## src/rtl/kbd_in_buffer.sv

```systemverilog
// kbd_in_buffer
//   Keyboard input stage in front of the cpu's keyboard port. Keystroke
//   strobes are captured into a small FIFO. The oldest character and the
//   input flag (fgi) are presented to the cpu. The cpu pops the head with a
//   one-cycle inp_ack pulse when it executes INP.
//
//   Optional feature macro: KBD_PARITY_EN
//     When defined, a key_par input is present and keys must carry odd parity.
//     Bad-parity keys are dropped and set par_err.
//     When undefined, par_err is tied to 0.
//
// Ports
//   clk       system clock, rising edge
//   rst       synchronous active-low reset
//   key_valid one-cycle strobe, key_data holds a new character
//   key_data  character code from the key source
//   key_par   odd-parity bit for key_data (KBD_PARITY_EN only)
//   inp_ack   one-cycle pulse, head character consumed by the cpu
//   en_inp    cpu input-interrupt enable
//   err_clr   clears the sticky error flags
//   keyboard  head character, 8'h00 when empty
//   fgi       input flag, FIFO non-empty
//   intr      interrupt request, fgi & en_inp
//   count     number of stored characters, 0..DEPTH
//   ovf       sticky overflow, a key was dropped while full
//   par_err   sticky parity error
module kbd_in_buffer #(
   parameter int DEPTH = 4,
   parameter int AW    = 2
) (
   input  logic          clk,
   input  logic          rst,
   input  logic          key_valid,
   input  logic [7:0]    key_data,
`ifdef KBD_PARITY_EN
   input  logic          key_par,
`endif
   input  logic          inp_ack,
   input  logic          en_inp,
   input  logic          err_clr,
   output logic [7:0]    keyboard,
   output logic          fgi,
   output logic          intr,
   output logic [AW:0]   count,
   output logic          ovf,
   output logic          par_err
);

   localparam logic [AW:0] FULL_CNT = (AW+1)'(DEPTH);

   logic [7:0]    mem [DEPTH];
   logic [AW-1:0] wr_ptr;
   logic [AW-1:0] rd_ptr;
   logic [AW:0]   count_nxt;
   logic          par_ok;
   logic          full;
   logic          do_push;
   logic          do_pop;
   logic          ovf_set;
   logic          par_set;

`ifdef KBD_PARITY_EN
   assign par_ok = ^{key_par, key_data};
`else
   assign par_ok = 1'b1;
`endif

   assign full    = (count == FULL_CNT);
   // fgi mirrors count != 0, so an ack while empty is ignored here.
   assign do_pop  = inp_ack & fgi;
   // When full, a simultaneous pop frees the slot for the incoming key.
   assign do_push = key_valid & par_ok & (~full | do_pop);
   // Overflow depends only on occupancy, so a bad-parity key arriving
   // while full sets both flags.
   assign ovf_set = key_valid & full & ~do_pop;
   assign par_set = key_valid & ~par_ok;

   always_comb begin
      count_nxt = count;
      case ({do_push, do_pop})
         2'b10:   count_nxt = count + 1'b1;
         2'b01:   count_nxt = count - 1'b1;
         default: count_nxt = count;
      endcase
   end

   always_ff @(posedge clk) begin
      if (!rst) begin
         wr_ptr <= '0;
         rd_ptr <= '0;
         count  <= '0;
         fgi    <= 1'b0;
         ovf    <= 1'b0;
      end else begin
         if (do_push) wr_ptr <= wr_ptr + 1'b1;
         if (do_pop)  rd_ptr <= rd_ptr + 1'b1;
         count <= count_nxt;
         fgi   <= (count_nxt != '0);
         ovf   <= ovf_set | (ovf & ~err_clr);
      end
   end

   // Storage is not reset; fgi masks stale contents on the output.
   always_ff @(posedge clk) begin
      if (rst && do_push) mem[wr_ptr] <= key_data;
   end

`ifdef KBD_PARITY_EN
   always_ff @(posedge clk) begin
      if (!rst) par_err <= 1'b0;
      else      par_err <= par_set | (par_err & ~err_clr);
   end
`else
   assign par_err = 1'b0;
   logic unused_par;
   assign unused_par = par_set;
`endif

   assign keyboard = fgi ? mem[rd_ptr] : 8'h00;
   assign intr     = fgi & en_inp;

endmodule

```

## config.mk

```make
export PLATFORM = sky130hd
export DESIGN_NAME = kbd_in_buffer
export DESIGN_NICKNAME = d
export VERILOG_FILES = /design/src/rtl/kbd_in_buffer.sv
export SDC_FILE = /design/constraint.sdc
export NUM_CORES = 1
export LEC_CHECK = 0
export CORE_MARGIN = 5
export CORE_UTILIZATION = 25
export DETAILED_ROUTE_END_ITERATION = 16
export PLACE_DENSITY = 0.41
export SLEW_MARGIN = 20
export SYNTH_ARGS = -nofsm -noshare
export SYNTH_HDL_FRONTEND = slang
export SYNTH_SLANG_ARGS = --single-unit
```

## constraint.sdc

```tcl
create_clock -name clk -period 2.2 [get_ports clk]
set_clock_uncertainty 0.15 [all_clocks]
set_input_delay 0.22 -clock clk [delete_from_list [all_inputs] [get_ports clk]]
set_output_delay 0.22 -clock clk [all_outputs]
set_load 0.005 [all_outputs]
```

-- Word-level counts from Yosys, hierarchy flattened
Memory sizes are Yosys's and may differ from the RTL's. A register that Yosys moved wholly into a read port is not among the register bits.
Cells that the tools add are included.
- input port bits: 14
- memory bits (writable): 32
- word-level logic and storage cells: 32
- output and inout bits: 15
- memories kept: 1
- register bits: 9
- $add $sub $neg: 4
- mux-type cells: 6
- bitwise gates (word level): 11
- equality and inequality tests: 3
- reductions and logical operators: 2
- memory list (memory ; words ; width ; rd ports ; clocked after memory_dff ; write ports ; line ; source):
    mem ; 4 ; 8 ; 1 ; 1 ; 1 ; 51 ; logic [7:0] mem [DEPTH];
- operators with widths (kind ; number):
    2-to-1 mux 8 bit ; 1
    AND 1 bit ; 6
    case mux 3 bit (2 select lines) ; 1
    adder 2 x 1 -> 2 bit (second input constant) ; 2
    2-to-1 mux 2 bit ; 2
    adder 3 x 1 -> 3 bit (second input constant) ; 1
    == test 3 bit (second input constant) ; 1
    inverter 1 bit ; 3
    nonzero test 3 bit ; 1
    subtractor 3 x 1 -> 3 bit (second input constant) ; 1
    == test 2 x 1 -> 1 bit (second input constant) ; 1
    == test 2 bit (second input constant) ; 1
    2-to-1 mux 1 bit ; 2
    bitwise OR 1 bit ; 2
    logical AND 1 bit ; 1

-- Logic depth before layout (Yosys ltp)
Gate-level depths: netlist of the first run.
- word-level depth: 7
- mapped depth: 6

-- Least setup slack after synthesis of the first run
No wires, ideal clock.
- kind: register to register
- start: register fgi
- end: register fgi
- path slack: 0.357 ns
- buffers on the path: 0
- data arrival time: 1.635 ns
- period minus slack after synthesis: 1.843 ns
- stages on the path, launching flop included: 7
- path through: dfxtp_1 -> nand3b_4 -> fa_1 -> inv_1 -> mux2_4 -> o32ai_2 -> a31o_1
- word-level cells in the longest chain between the ends: 6
- RTL lines (item ; line ; source):
    start, declared ; 42 ; output logic fgi,
    start signal, assigned ; 98 ; fgi <= (count_nxt != '0);
    AND 1 bit (*) ; 70 ; assign do_pop = inp_ack & fgi;
    bitwise OR 1 bit ; 72 ; assign do_push = key_valid & par_ok & (~full | do_pop);
    AND 1 bit ; 72 ;
    == test 2 x 1 -> 1 bit or == test 2 bit (tied branches) ; 80 ; case ({do_push, do_pop})
    case mux 3 bit (2 select lines) (*) ; 80 ;
    nonzero test 3 bit (*) ; 98 ;
Every way passes the cells marked *; elsewhere a longest branch is shown, timed or not.
A chain may end at the register's enable or synchronous reset.

==> results.md, run 1 <==
* CTS Buffer Depth at 2
* Synth top area cells: edfxtp_1 54%, dfxtp_1 12%, mux4_2 10%
* Critical Path End Type: output pin
* Initial Utilization at 26.1%
* Area of the mapped netlist at 1790 um^2
* Number of synthesized register bits at 43
* Port Buffers at 27
* Biggest area consumer among synthesized cells: edfxtp_1
* Core Footprint at just under 7000 um^2
* Die X at 94.7 um
* Top cell type's share of synthesized area at 53.6%
* Fin crit share at between 90% and 100%
* Pin count of the biggest net entering global routing at 14
* RSZ-0062 raised after global routing: no
* Yosys warns at 0
* Worst min path class: reg -> reg
* Overflow after GRT at 0
* Hold_buf cts at 0
* CTS tree: done
* Io pins at 29
* Area grow syn2layout at 36.0%
* First-pass DRT Iterations at 4
* Worst-path fanout max at 5
* Worst path required time at 1.83 ns
* Crit path cell chain: buf_12, buf_4, mux4_2, and2_4, dlygate4sd2_1
* DRC Markers at 0
* Maxcap violations at 0
* CTS buffer count at 5
* Post-route setup TNS at 0 ns
* Clk_lat worst skew at between 0.2 and 0.3 ns
* Mapped Nets at 131
* Cell Rows at 30
* Max-slew violation count at 0
* Most frequent cells in the layout: 32 x edfxtp_1, 19 x clkdlybuf4s50_1, 16 x buf_4
* CTS H-tree depth at 2
* Status: finished clean
* Die height at 94.7 um
* Leakage power at 0.907 nW
* Vias in the first global route at around 1,100
* Clock slew at reported path FFs at 0.08 ns
* Worst IR Drop VDD at around 0.23 mV
* Worst Path Arrival at 1.76 ns
* Diode count at 0
* Routed length per instance at about 14 um
* Gpl congestion at ~0.7
* Final core utilization at 35.5%
* Seq/Total Area, Yosys at 65.9%
* Die area at 8960 um^2
* Hold slack at 0.386 ns
* Clock Tree Root: clkbuf_8
* CP Class: reg -> out
* Clock sink count at 43
* CP peak stage delay at around 0.48 ns
* Fin crit period at 2.13 ns
* DR vias/cell at 4.07
* Fraction of layout instances using a drive strength above 1 at roughly 26%
* Crit-path slowest cell: mux4_2
* F_max at 469 MHz
* Fin. Hold Viols at 0
* Yosys cell types at 31
* CP Launch Type: register
* Global Route Usage Sum at 8.40%
* Syn avg cell area at about 16 um^2
* DP Wirelength at 2620 um
* First-pass GRT wire length at roughly 5500 um
* Power per cell area at 850 nW/um^2
* Syn Inst Count at 112
* Via count at 1,054
* Final net count at 181
* Final setup violation count at 0
* Initial DRC Count at 44
* Antenna-violating nets left at 0
* Routed wire length at between 3000 and 4000 um
* Most common cell after layout, fill and taps aside: edfxtp_1
* Antenna violations before repair at 0
-- metal layers --
| metal | routed length, um | share of wire (%) | GRT usage [%] | vias up |
|---|---|---|---|---|
| met4 | 61 | 1.7 | 3.61 | 0 |
| li1 | - | - | - | 509 |
| met5 | 0 | 0 | 0 | - |
| met1 | 1570 | 44 | 9.49 | 519 |
| met3 | 150 | 4.2 | 3.11 | 7 |
| met2 | 1790 | 50 | 14.2 | 19 |
-- Yosys cell counts (all sizes together) --
library cell,number
o32ai,1
mux4,8
ha,4
clkinv,1
clkbuf,2
a211oi,1
nand2,2
mux2,1
edfxtp,32
conb,1
inv,6
nor2,9
nand3,2
and2,9
o21ai,1
o211ai,2
a21bo,1
nor3b,1
mux2i,1
xor2,2
xnor2,2
a21boi,1
nor3,1
a32oi,1
and3,4
dfxtp,11
nand3b,1
fa,1
a31o,1
buf,2
-- cell families (layout without fill, tap and decap cells) --
family	count (synthesis)	after routing	share of synthesized area (%)
compound gates	9	9	4.75
xor+xnor	4	4	1.96
fa+ha+maj	5	5	3.91
buf+inv	11	62	2.58
flops	43	43	65.9
mux	10	10	11.5
other cells	1	1	0.209
simple gates	29	29	9.22
-- power breakdown --
group | internal (mW) | switching, mW
Clock | 0.215 | 0.252
Combinational | 0.363 | 0.250
Sequential | 0.941 | 0.0505
-- through the flow --
step / instance area, um^2 / setup WS (ns) / std cells / total power, mW
2_1_floorplan: 1790 / 0.357 / 112 / 1.29
6_report: 2440 / 0.0656 / 259 / 2.07
3_3_place_gp: 2310 / 0.0461 / 246 / 1.60
5_1_grt: 2440 / 0.000402 / 259 / 2.19
3_5_place_dp: 2310 / -0.00363 / 246 / 1.61
4_1_cts: 2420 / 0.0132 / 258 / 2.09
-- layout make-up --
type / instances / area [um^2]
fillers: 672 / 4430
flip-flops and latches: 43 / 1180
multi-input cells: 58 / 572
repair buffers: 47 / 453
well taps: 96 / 120
clock buffers: 5 / 68.8
inverters: 7 / 26.3
clock inverters: 3 / 15.0
-- final timing paths --
| check | startpoint | end | slack (ns) | cells past startpoint |
|---|---|---|---|---|
| setup / recovery | register | keyboard[4] | 0.07 | 5 |
| hold / removal | rd_ptr[0] | register | 0.39 | 2 |
| setup reg to reg | count[0] | fgi | 0.27 | 6 |
| hold reg to reg | rd_ptr[0] | register | 0.39 | 2 |
-- timing repair --
| item | CTS | global route |
|---|---|---|
| setup buffers | 4 | 1 |
| setup endpoints to repair | 8 | 5 |
| resized for setup | 10 | 4 |
-- worst max-delay path: cells and delay by family, from the launching register on --
kind	cells	cell delay, ns
simple gates	1	0.16
buf+inv	3	0.49
mux	1	0.48
flops	1	0.35
-- state kept, by name, summed over array words and instances (netlist names), named ones only --
register and cells:
ovf 1, rd_ptr 2, count 3, fgi 1, mem 32, wr_ptr 2
(Power assumes the default switching activity.)
==> inputs of run 2 (changes only) <==
- CAP_MARGIN: unset -> 30
- SETUP_SLACK_MARGIN: unset -> 0.05
==> results.md, run 2 (same netlist as run 1, synthesis figures left out) <==
* Leakage power at 0.897 nW (-1.0%)
* Final-layout fill cell count at 674 (+0.30%)
* CP bufs+invs at 3 (unchanged)
* Antenna violations before repair at 0 (unchanged)
* Antenna-violating nets left at 0 (unchanged)
* Vias in the first global route at 1,066 (unchanged)
* Crit-path slowest cell: mux4_2
* Top flop regs: mem x32, count x3
* CTS buffer count at 5 (unchanged)
* Power per cell area at 849 nW/um^2 (-0.14%)
* Global Route Usage Sum at 8.40% (unchanged)
* Clock Tree Root: clkbuf_8
* Worst path required time at 1.83 ns (about the same)
* CTS Buffer Depth at 2 (unchanged)
* Routed wire length at 3560 um (-0.11%)
* Worst Path Arrival at 1.73 ns (-0.03 ns)
* Final Cell Area at 2440 um^2 (+0.26%)
* Pre-CTS setup slack at -0.00363 ns (unchanged)
* CTS H-tree depth at 2 (unchanged)
* DRC Markers at 0 (unchanged)
* Port Buffers at 27 (unchanged)
* Hold_buf cts at 0 (unchanged)
* Min-Delay Startpoint: rd_ptr[0]
* F_max at 476 MHz (+1.6%)
* Multi-input combinational cell area at 569 um^2 (-0.44%)
* R2R Path Start: count[0]
* Area grow syn2layout at 36.4%
* Most frequent cells in the layout: 32 x edfxtp_1, 19 x clkdlybuf4s50_1, 17 x buf_4
* Register area at 1180 um^2 (unchanged)
* Cell Rows at 30 (unchanged)
* CP peak stage delay at 0.47 ns (about the same)
* Die X at 94.7 um (unchanged)
* CP Class: reg -> out
* Fraction of layout instances using a drive strength above 1 at 26.2% (+0.45 points)
* Routed length per instance at 13.7 um (-0.50%)
* Fin. Hold Viols at 0 (unchanged)
* Worst IR Drop VDD at 0.227 mV (-0.59%)
* Cell family with most CP delay: multiplexers
* Status: finished clean
* Worst-path fanout max at 6 (+1)
* Max-slew violation count at 0 (unchanged)
* Critical Path End Type: output pin
* Final setup violation count at 0 (unchanged)
* Most common cell after layout, fill and taps aside: edfxtp_1
* Worst min path class: reg -> reg
* Maxcap violations at 0 (unchanged)
* Hold Path Cell Cnt at 2 (unchanged)
* Post-route setup TNS at 0 ns (unchanged)
* Via count at 1,051 (-0.28%)
* Hold slack at 0.386 ns (-0.000147 ns)
* Final core utilization at 35.6% (+0.091 points)
* DP Wirelength at 2620 um (unchanged)
* Reg2Reg Depth at 6 (unchanged)
* Crit path cell chain: buf_12, buf_4, mux4_2, and2_1, dlygate4sd2_1
* Die area at 8960 um^2 (unchanged)
* DP Cell Count at 246 (unchanged)
* Number of flip-flops under the largest register name at 32 (unchanged)
* Core Footprint at 6870 um^2 (unchanged)
* Reg2reg end: fgi
* CP Launch Type: register
* Initial Utilization at 26.1% (unchanged)
* Overflow after GRT at 0 (unchanged)
* Initial DRC Count at 47 (+6.8%)
* Worst reg2reg setup slack at 0.27 ns (about the same)
* DR vias/cell at 4.04 (-0.67%)
* Final setup margin at 0.100 ns (+0.0346 ns)
* Finished Layout Cells at 260 (+0.39%)
* Pin count of the biggest net entering global routing at 14 (unchanged)
* Die height at 94.7 um (unchanged)
* Final net count at 182 (+0.55%)
* Clk_lat worst skew at 0.28 ns (about the same)
* Pwr Total at 2.07 mW (+0.12%)
* Gpl congestion at 0.694 (unchanged)
* Clock slew at reported path FFs at 0.08 ns (about the same)
* Diode count at 0 (unchanged)
* RSZ-0062 raised after global routing: yes
* Fin crit share at 95.4% (-1.6 points)
* First-pass DRT Iterations at 4 (unchanged)
* Area after DPL at 2310 um^2 (unchanged)
* Io pins at 29 (unchanged)
* Clock sink count at 43 (unchanged)
* CTS tree: done
* Biggest register: mem
* Fin crit period at 2.10 ns (-0.0346 ns)
* First-pass GRT wire length at 5470 um (unchanged)
==> run 2: cell count changes in the layout (fill, tap and decap cells not counted) <==
cell / delta
and2_1: +1
and2_4: -1
buf_4: +1
clkbuf_2: +1
clkdlybuf4s15_1: +4
dlygate4sd2_1: -5
==> run 2: area by class of cell <==
cell class                 count  area share [%]
clock inverter                 3           0.614
clock buffer                   5            2.82
sequential                    43            48.4
multi-input combinational     58            23.3
inverter                       7            1.08
timing repair buffer          48            18.9
tap                           96            4.92
==> run 2: how the worst max path moves through the flow <==
stage,start,to,slack (ns),depth (start not counted)
after floorplan,fgi,fgi,0.36,6
final,register,keyboard[3],0.10,5
after global routing,register,keyboard[3],0.04,5
after global placement,inp_ack,fgi,0.05,7
after CTS,register,keyboard[2],0.02,5
after detailed placement,inp_ack,fgi,-0.004,7
==> run 2: where the power goes <==
part           leakage [nW]  internal, mW  switching (mW)  total (mW)
combinational         0.477         0.368           0.248       0.616
sequential            0.381         0.941          0.0504       0.992
clock                0.0392         0.215           0.251       0.466
total                 0.897          1.52           0.550        2.07
==> run 2: repair_timing <==
action,CTS,global route
pin swaps,1,0
gates resized for setup,14,5
setup endpoints to repair,8,5
setup buffers,4,2
==> run 2: routing by layer <==
metal | global-route usage (%) | vias to the layer above | routed length (um)
met5 | 0 | - | 0
met4 | 3.61 | 0 | 61
met3 | 3.11 | 7 | 152
met2 | 14.2 | 19 | 1780
met1 | 9.49 | 514 | 1570
li1 | - | 511 | -
==> run 2: tightest hold or removal path: cells and delay by family, from the launching register on <==
kind / cells / cell delay, ns
simple gates: 1 / 0.07
flops: 1 / 0.35
xor+xnor: 1 / 0.08
